[src/rtl/fib_dispatch.sv]
// fib_dispatch: FIFO-buffered job dispatcher driving one external Fibonacci kernel at a time.
// Define FIB_DISPATCH_TIMEOUT_EN to bound RUN by TIMEOUT cycles (res_timeout reported).
module fib_dispatch #(
  parameter int DEPTH   = 4,
  parameter int TIMEOUT = 1024
) (
  input  logic        clk,
  input  logic        rst_n,
  input  logic        job_valid,
  output logic        job_ready,
  input  logic [5:0]  job_n,
  input  logic [31:0] job_a,
  input  logic [31:0] job_b,
  input  logic [3:0]  job_id,
  output logic        res_valid,
  input  logic        res_ready,
  output logic [31:0] res_data,
  output logic [3:0]  res_id,
  output logic        res_timeout,
  output logic        k_r_enable,
  output logic [5:0]  k_init_n,
  output logic [31:0] k_init_a,
  output logic [31:0] k_init_b,
  input  logic        k_w_enable,
  input  logic [31:0] k_result,
  output logic        busy,
  output logic [15:0] done_count
);
  localparam int AW = $clog2(DEPTH);

  if (DEPTH < 2 || DEPTH > 16 || (DEPTH & (DEPTH - 1)) != 0) begin : g_bad_depth
    $error("fib_dispatch: DEPTH must be a power of two in 2..16");
  end
  if (TIMEOUT < 2 || TIMEOUT > 65535) begin : g_bad_timeout
    $error("fib_dispatch: TIMEOUT must be in 2..65535");
  end

  typedef enum logic [1:0] {IDLE, LOAD, RUN, RESP} state_t;

  typedef struct packed {
    logic [5:0]  n;
    logic [31:0] a;
    logic [31:0] b;
    logic [3:0]  id;
  } job_t;

  state_t      r_state, w_next;
  job_t        r_mem [DEPTH];
  job_t        w_head;
  logic [AW:0] r_wptr, r_rptr;
  logic        w_empty, w_full, w_push, w_pop, w_expire;
  logic [5:0]  r_k_n;
  logic [31:0] r_k_a, r_k_b, r_res_data;
  logic [3:0]  r_id;
  logic [15:0] r_done;

  // Extra pointer bit distinguishes full from empty when the indices match.
  assign w_empty   = r_wptr == r_rptr;
  assign w_full    = (r_wptr[AW] != r_rptr[AW]) && (r_wptr[AW-1:0] == r_rptr[AW-1:0]);
  assign job_ready = rst_n && !w_full;
  assign w_push    = job_valid && job_ready;
  assign w_pop     = r_state == LOAD;
  assign w_head    = r_mem[r_rptr[AW-1:0]];

  always_ff @(posedge clk) begin
    if (w_push) r_mem[r_wptr[AW-1:0]] <= '{n: job_n, a: job_a, b: job_b, id: job_id};
  end

  always_ff @(posedge clk or negedge rst_n) begin
    if (!rst_n) begin
      r_wptr <= '0;
      r_rptr <= '0;
    end else begin
      if (w_push) r_wptr <= r_wptr + (AW+1)'(1);
      if (w_pop) r_rptr <= r_rptr + (AW+1)'(1);
    end
  end

`ifdef FIB_DISPATCH_TIMEOUT_EN
  logic [15:0] r_cnt;
  logic        r_res_to;
  always_ff @(posedge clk or negedge rst_n) begin
    if (!rst_n) r_cnt <= '0;
    else if (r_state == LOAD) r_cnt <= '0;
    else if (r_state == RUN) r_cnt <= r_cnt + 16'd1;
  end
  // Success takes priority over an expiry in the same cycle.
  always_ff @(posedge clk or negedge rst_n) begin
    if (!rst_n) r_res_to <= 1'b0;
    else if (r_state == RUN && (k_w_enable || w_expire)) r_res_to <= !k_w_enable;
  end
  assign w_expire    = r_cnt == 16'(TIMEOUT - 1);
  assign res_timeout = r_res_to;
`else
  assign w_expire    = 1'b0;
  assign res_timeout = 1'b0;
`endif

  always_ff @(posedge clk or negedge rst_n) begin
    if (!rst_n) r_state <= IDLE;
    else r_state <= w_next;
  end

  always_comb begin
    w_next = r_state;
    case (r_state)
      IDLE:    w_next = w_empty ? IDLE : LOAD;
      LOAD:    w_next = RUN;
      RUN:     w_next = (k_w_enable || w_expire) ? RESP : RUN;
      RESP:    w_next = res_ready ? IDLE : RESP;
      default: w_next = IDLE;
    endcase
  end

  always_ff @(posedge clk or negedge rst_n) begin
    if (!rst_n) begin
      r_k_n      <= '0;
      r_k_a      <= '0;
      r_k_b      <= '0;
      r_id       <= '0;
      r_res_data <= '0;
      r_done     <= '0;
    end else begin
      if (r_state == LOAD) begin
        r_k_n <= w_head.n;
        r_k_a <= w_head.a;
        r_k_b <= w_head.b;
        r_id  <= w_head.id;
      end
      if (r_state == RUN && (k_w_enable || w_expire)) r_res_data <= k_w_enable ? k_result : '0;
      if (r_state == RESP && res_ready) r_done <= r_done + 16'd1;
    end
  end

  assign k_r_enable = r_state == LOAD;
  assign k_init_n   = k_r_enable ? w_head.n : r_k_n;
  assign k_init_a   = k_r_enable ? w_head.a : r_k_a;
  assign k_init_b   = k_r_enable ? w_head.b : r_k_b;
  assign res_valid  = r_state == RESP;
  assign res_data   = r_res_data;
  assign res_id     = r_id;
  assign busy       = r_state != IDLE || !w_empty;
  assign done_count = r_done;
endmodule

[config.mk]
export PLATFORM = sky130hd
export DESIGN_NAME = fib_dispatch
export DESIGN_NICKNAME = d
export VERILOG_FILES = /design/src/rtl/fib_dispatch.sv
export SDC_FILE = /design/constraint.sdc
export NUM_CORES = 1
export LEC_CHECK = 0
export CAP_MARGIN = 15
export CORE_UTILIZATION = 49
export CTS_CLUSTER_DIAMETER = 200
export CTS_CLUSTER_SIZE = 20
export DETAILED_ROUTE_END_ITERATION = 6
export PLACE_DENSITY = 0.86
export SLEW_MARGIN = 20
export SYNTH_ARGS = -nofsm -noshare
export SYNTH_HDL_FRONTEND = slang
export SYNTH_SLANG_ARGS = --single-unit
[constraint.sdc]
create_clock -name clk -period 3 [get_ports clk]
set_input_delay 0.75 -clock clk [delete_from_list [all_inputs] [get_ports clk]]
set_output_delay 0.75 -clock clk [all_outputs]
set_load 0.02 [all_outputs]
After elaboration in Yosys (flattened, before gate mapping)
Memory sizes are Yosys's and may differ from the RTL's. Cells that the tools add are included.

Register bits after elaboration: 130. Memory bits (writable): 296. Input port bits: 111. Output and inout bits: 127. Word-level logic and storage cells: 39. Memories kept: 1.

$add $sub $neg: 3. Eq/ne operators: 6. Multiplexer cells: 10. Reduce and logical (&&, ||, !) cells: 10.

Memories: r_mem (depth 4, bits a word 74, rd ports 1, clocked after Yosys merged registers in 0, wr ports 1, RTL line 48) `job_t r_mem [DEPTH];`.

Operator list (count): $mux W32 (3); $add A16 B1 Y16 const B (1); $pmux W2 S4 (1); $add A3 B1 Y3 const B (2); $mux W6 (1); $logic_and A1 B1 Y1 (5); $eq A2 B2 Y1 const B (2); $mux W1 (4); $eq A3 B3 Y1 (1); $eq A2 B1 Y1 const B (1); $eq A2 B2 Y1 (1); $logic_not A1 Y1 (2); $logic_not A2 Y1 (1); $mux W2 (1); $reduce_bool A2 Y1 (1); $logic_or A1 B1 Y1 (1); $ne A1 B1 Y1 (1).

Longest topological paths before layout
Depth in word-level cells: 7. Gate-level depth with buffers: 7. Depth with buffers taken out: 5.

Worst setup path after synthesis
OpenSTA, ideal clock, no wires.

Path kind: input port to flip-flop. From: input job_valid. To: memory r_mem[3][0] (netlist bit) (enable). Library setup time: 0.442 ns. Arrival time: 2.944 ns. Required time: 2.558 ns. Path slack: -0.385 ns. Stages: 3. Buffers on the path: 0. Path through: nand2_1 a31oi_1 and2_1.

Cells in the longest elaborated chain, start to end: 3.

RTL lines: start, declared (RTL line 9) `input logic job_valid,`; $logic_and A1 B1 Y1 (RTL line 61) `assign w_push = job_valid && job_ready;`; $mux W1 (RTL line 66) `if (w_push) r_mem[r_wptr[AW-1:0]] <= '{n: job_n, a: job_a, b: job_b, id: job_id};`; $mux W1 (implied by the code) (RTL line 66); end, declared (RTL line 48).

Every way passes these cells.

Worst setup path after layout
From: register r_rptr[0]. To: output k_init_a[30].

Cells in the longest elaborated chain, start to end: 2.

RTL lines: start, declared (RTL line 50) `logic [AW:0] r_wptr, r_rptr;`; start signal, assigned (RTL line 75) `if (w_pop) r_rptr <= r_rptr + (AW+1)'(1);`; $mem_v2 Z4 W74; $mux W32 (RTL line 137) `assign k_init_a = k_r_enable ? w_head.a : r_k_a;`; end, declared (RTL line 22) `output logic [31:0] k_init_a,`.

Every way passes these cells.

==> impl_metrics.tcl <==
set metrics [dict create \
    place.gp.congestion 0.766 \
    compound_gate_portion_of_the_synthesized_area_pct 0.164 \
    total_power_uw 20700 \
    power_per_cell_area_nw_per_um2 1010 \
    worst_ep_arrival_time_ns 2.30 \
    outcome "finished with violations" \
    die-area_um2 33400 \
    ys.warnings.count 0 \
    synth_flop_cell "edfxtp_1" \
    synth_most_common_cell "edfxtp_1" \
    synthCells 719 \
    cts_tree "done" \
    clkSinkCount 426 \
    number_of_global_route_vias_before_repair 8381 \
    area_grow_syn2layout_pct 27.4 \
    grt_setup_unrepaired "true" \
    asr_flop_ratio_synth_pct 30.5 \
    clock_path_buffers 3 \
    detail_route.wl_per_cell_um 22.1 \
    path_max_fanout 9 \
    post-dp-hpwl_um 19300 \
    synth.cell_area_um2 16000 \
    die_y_um 183 \
    hold_viol 0 \
    synth_enable_flop_cells 296 \
    area_fraction_of_the_dominant_cell_type_after_synthesis_pct 55.5 \
    largest_net_degree_at_the_start_of_global_routing 113 \
    endpoint_kind "primary output" \
    final_max_slew_viol_count 0 \
    area_of_the_core_um2 31900 \
    yosys-top-cells-area "edfxtp_1 56%, dfrtp_1 20%, mux4_2 10%, mux2_4 4.7%, mux2_2 4.0%" \
    synth.mux.area_fraction_pct 19.1 \
    sequential_area_share_after_synthesis_pct 75.8 \
    drt-pass1-iter-count 4 \
    synthesis.area_per_instance_um2 22.3 \
    drtAntennaViolNets 0 \
    timing.reg2reg.worst_path_depth 7 \
    synth_top_cells_by_count "296 x edfxtp_1, 130 x dfrtp_1, 74 x mux4_2" \
    port_buffers 236 \
    vdd_ir_drop_max_v 0.000638 \
    post_layout_nonfiller_instances 1460 \
    yosys.area_share.xor_xnor_pct 1.20 \
    ys_seq_elements 426 \
    critical_path.reg2reg.startpoint "r_rptr[0]" \
    grt_remaining_overflow 0 \
    clkLatencyLatePin_ns 0.57 \
    cap_violations 0 \
    synth_cell_type_count 32 \
    failed_checks "setup timing" \
    tritoncts.num_buffers 25 \
    drt_wl_total_um 32300 \
    route.vias.total 7723 \
    worstMarginPinSlew_ns 0.648 \
    critical_path_required_ns 2.25 \
    post_synth_fa_ha_maj_area_fraction_pct 0.469 \
    core.rowCount 65 \
    clk_transition_reported_paths_ns 0.09 \
    holdCritPathClass "input port to async pin" \
    cts.hold.buffers_added 0 \
    io-pin-count 238 \
    worst_r2r_endpoint "r_mem[2][39]" \
    synthSimpleGateAreaFrac_pct 1.50 \
    post_route_cells_drive_above_1_share_pct 33.9 \
    final_period_utilization_pct 102 \
    drt_drc_violations_left 0 \
    final_layout_setup_total_negative_slack_ns -1.27 \
    clock_tree.root_cell "clkbuf_16" \
    final.min_clock_period_ns 3.05 \
    r2r_slack_ns 0.75 \
    fin_worst_skew_ns 0.0183 \
    main_combinational_cell_family_by_area_after_synthesis "multiplexers" \
    finish.net_count 1121 \
    fmax_mhz 328 \
    first_pass_grt_wire_length_um 48500 \
    leak_uw 0.00742 \
    finalWorstSetupSlack_ns -0.0524 \
    antenna_violations_before_repair 2 \
    start_util_pct 50.2 \
    route.detailed.vias_per_inst 5.29 \
    setup.worst_path.start_class "register" \
    synth_nets 836 \
    die_x_um 183 \
    dr.first_iter.drc_count 373 \
    grtUsageTotal_pct 19.4 \
    crit_start "r_rptr[0]" \
    dp.cells 1385 \
    synth_top_cell_by_area "edfxtp_1" \
    setup-violations-final 58 \
    timing.slew.headroom_pct 56.8 \
    criticalPathCategory "register to primary output" \
    ctsHtreeMaxLevel 1 \
]
[worst max-delay path by stage]
stage | depth (start not counted) | endpoint | slack, ns
3_3_place_gp | 4 | k_init_b[7] | 0.13
3_5_place_dp | 4 | k_init_b[7] | 0.11
4_1_cts | 6 | k_init_a[3] | -0.16
2_1_floorplan | 3 | r_mem[3][0] | 0.43
6_report | 5 | k_init_a[30] | -0.05
5_1_grt | 5 | k_init_a[12] | -0.14
[kinds of logic after synthesis]
logic type | Yosys count
flip-flops | 426
multiplexers | 181
AND/OR/NAND/NOR | 43
buffers and inverters | 36
XOR/XNOR | 22
adder cells (fa/ha/maj) | 6
AO/OA/AOI/OAI | 4
other | 1
[final cells by class]
class | count | area (um2)
flip-flops and latches | 426 | 12200
fillers | 2162 | 11500
multi-input cells | 257 | 3710
diodes | 2 | 5.00
clock inverters | 2 | 36.3
clock buffers | 44 | 697
well taps | 435 | 544
repair buffers | 289 | 3240
inverters | 5 | 18.8
[timing repair]
action / in CTS / in global routing
cloned: 5 / 1
resized for setup: 415 / 37
setup endpoints to repair: 72 / 71
endpoints found under the hold margin: 0 / 0
setup buffers: 16 / 6
pin swaps: 0 / 0
[report_power, final]
group	switching, uW	leakage, uW	total [uW]	internal (uW)
Clock	1850	0.000348	3450	1610
Sequential	519	0.00424	8170	7650
Combinational	4090	0.00283	9030	4950
[per-stage QoR]
step	setup WS [ns]	utilization, %	instance area (um2)	hold slack (ns)
2_1_floorplan	0.425	-	16000	0.454
3_3_place_gp	0.133	59.9	19100	0.462
3_5_place_dp	0.111	59.9	19100	0.475
4_1_cts	-0.159	63.4	20200	0.0207
5_1_grt	-0.138	64.0	20400	0.0271
6_report	-0.0524	64.0	20400	0.0403
[per-layer routing]
layer  up-vias  GRT usage [%]  routed length, um
met5         -              0                  0
met4         0           4.23                478
met3        44           5.34               2520
met2       262           34.6              16700
met1      4002           23.7              12600
li1       3415              -                  -
[critical path, cell delays in order (launching register included)]
cell	delay (ns)
dfrtp_4	0.49
buf_4	0.14
buf_12	0.13
mux4_2	0.51
mux2_4	0.29
buf_4	0.16
[registers in the layout, summed over array words and instances, names as in the netlist]
name / count
res_data: 32
r_state: 2
r_k_a: 32
r_k_b: 32
r_k_n: 6
r_wptr: 3
r_rptr: 3
r_mem: 296
res_id: 4
done_count: 16
[placed cells by master, fill, tap and decap left out, types with 6 or more instances in the layout]
cell,n
nand3_1,8
clkdlybuf4s50_1,162
ha_1,6
buf_6,66
clkbuf_1,19
edfxtp_1,296
buf_16,6
dfrtp_1,127
nand2_1,12
mux4_2,74
buf_12,23
mux2_4,69
mux2_2,38
xnor2_1,16
buf_4,26
clkbuf_16,26
No activity file was read; power rests on OpenSTA's default activity.
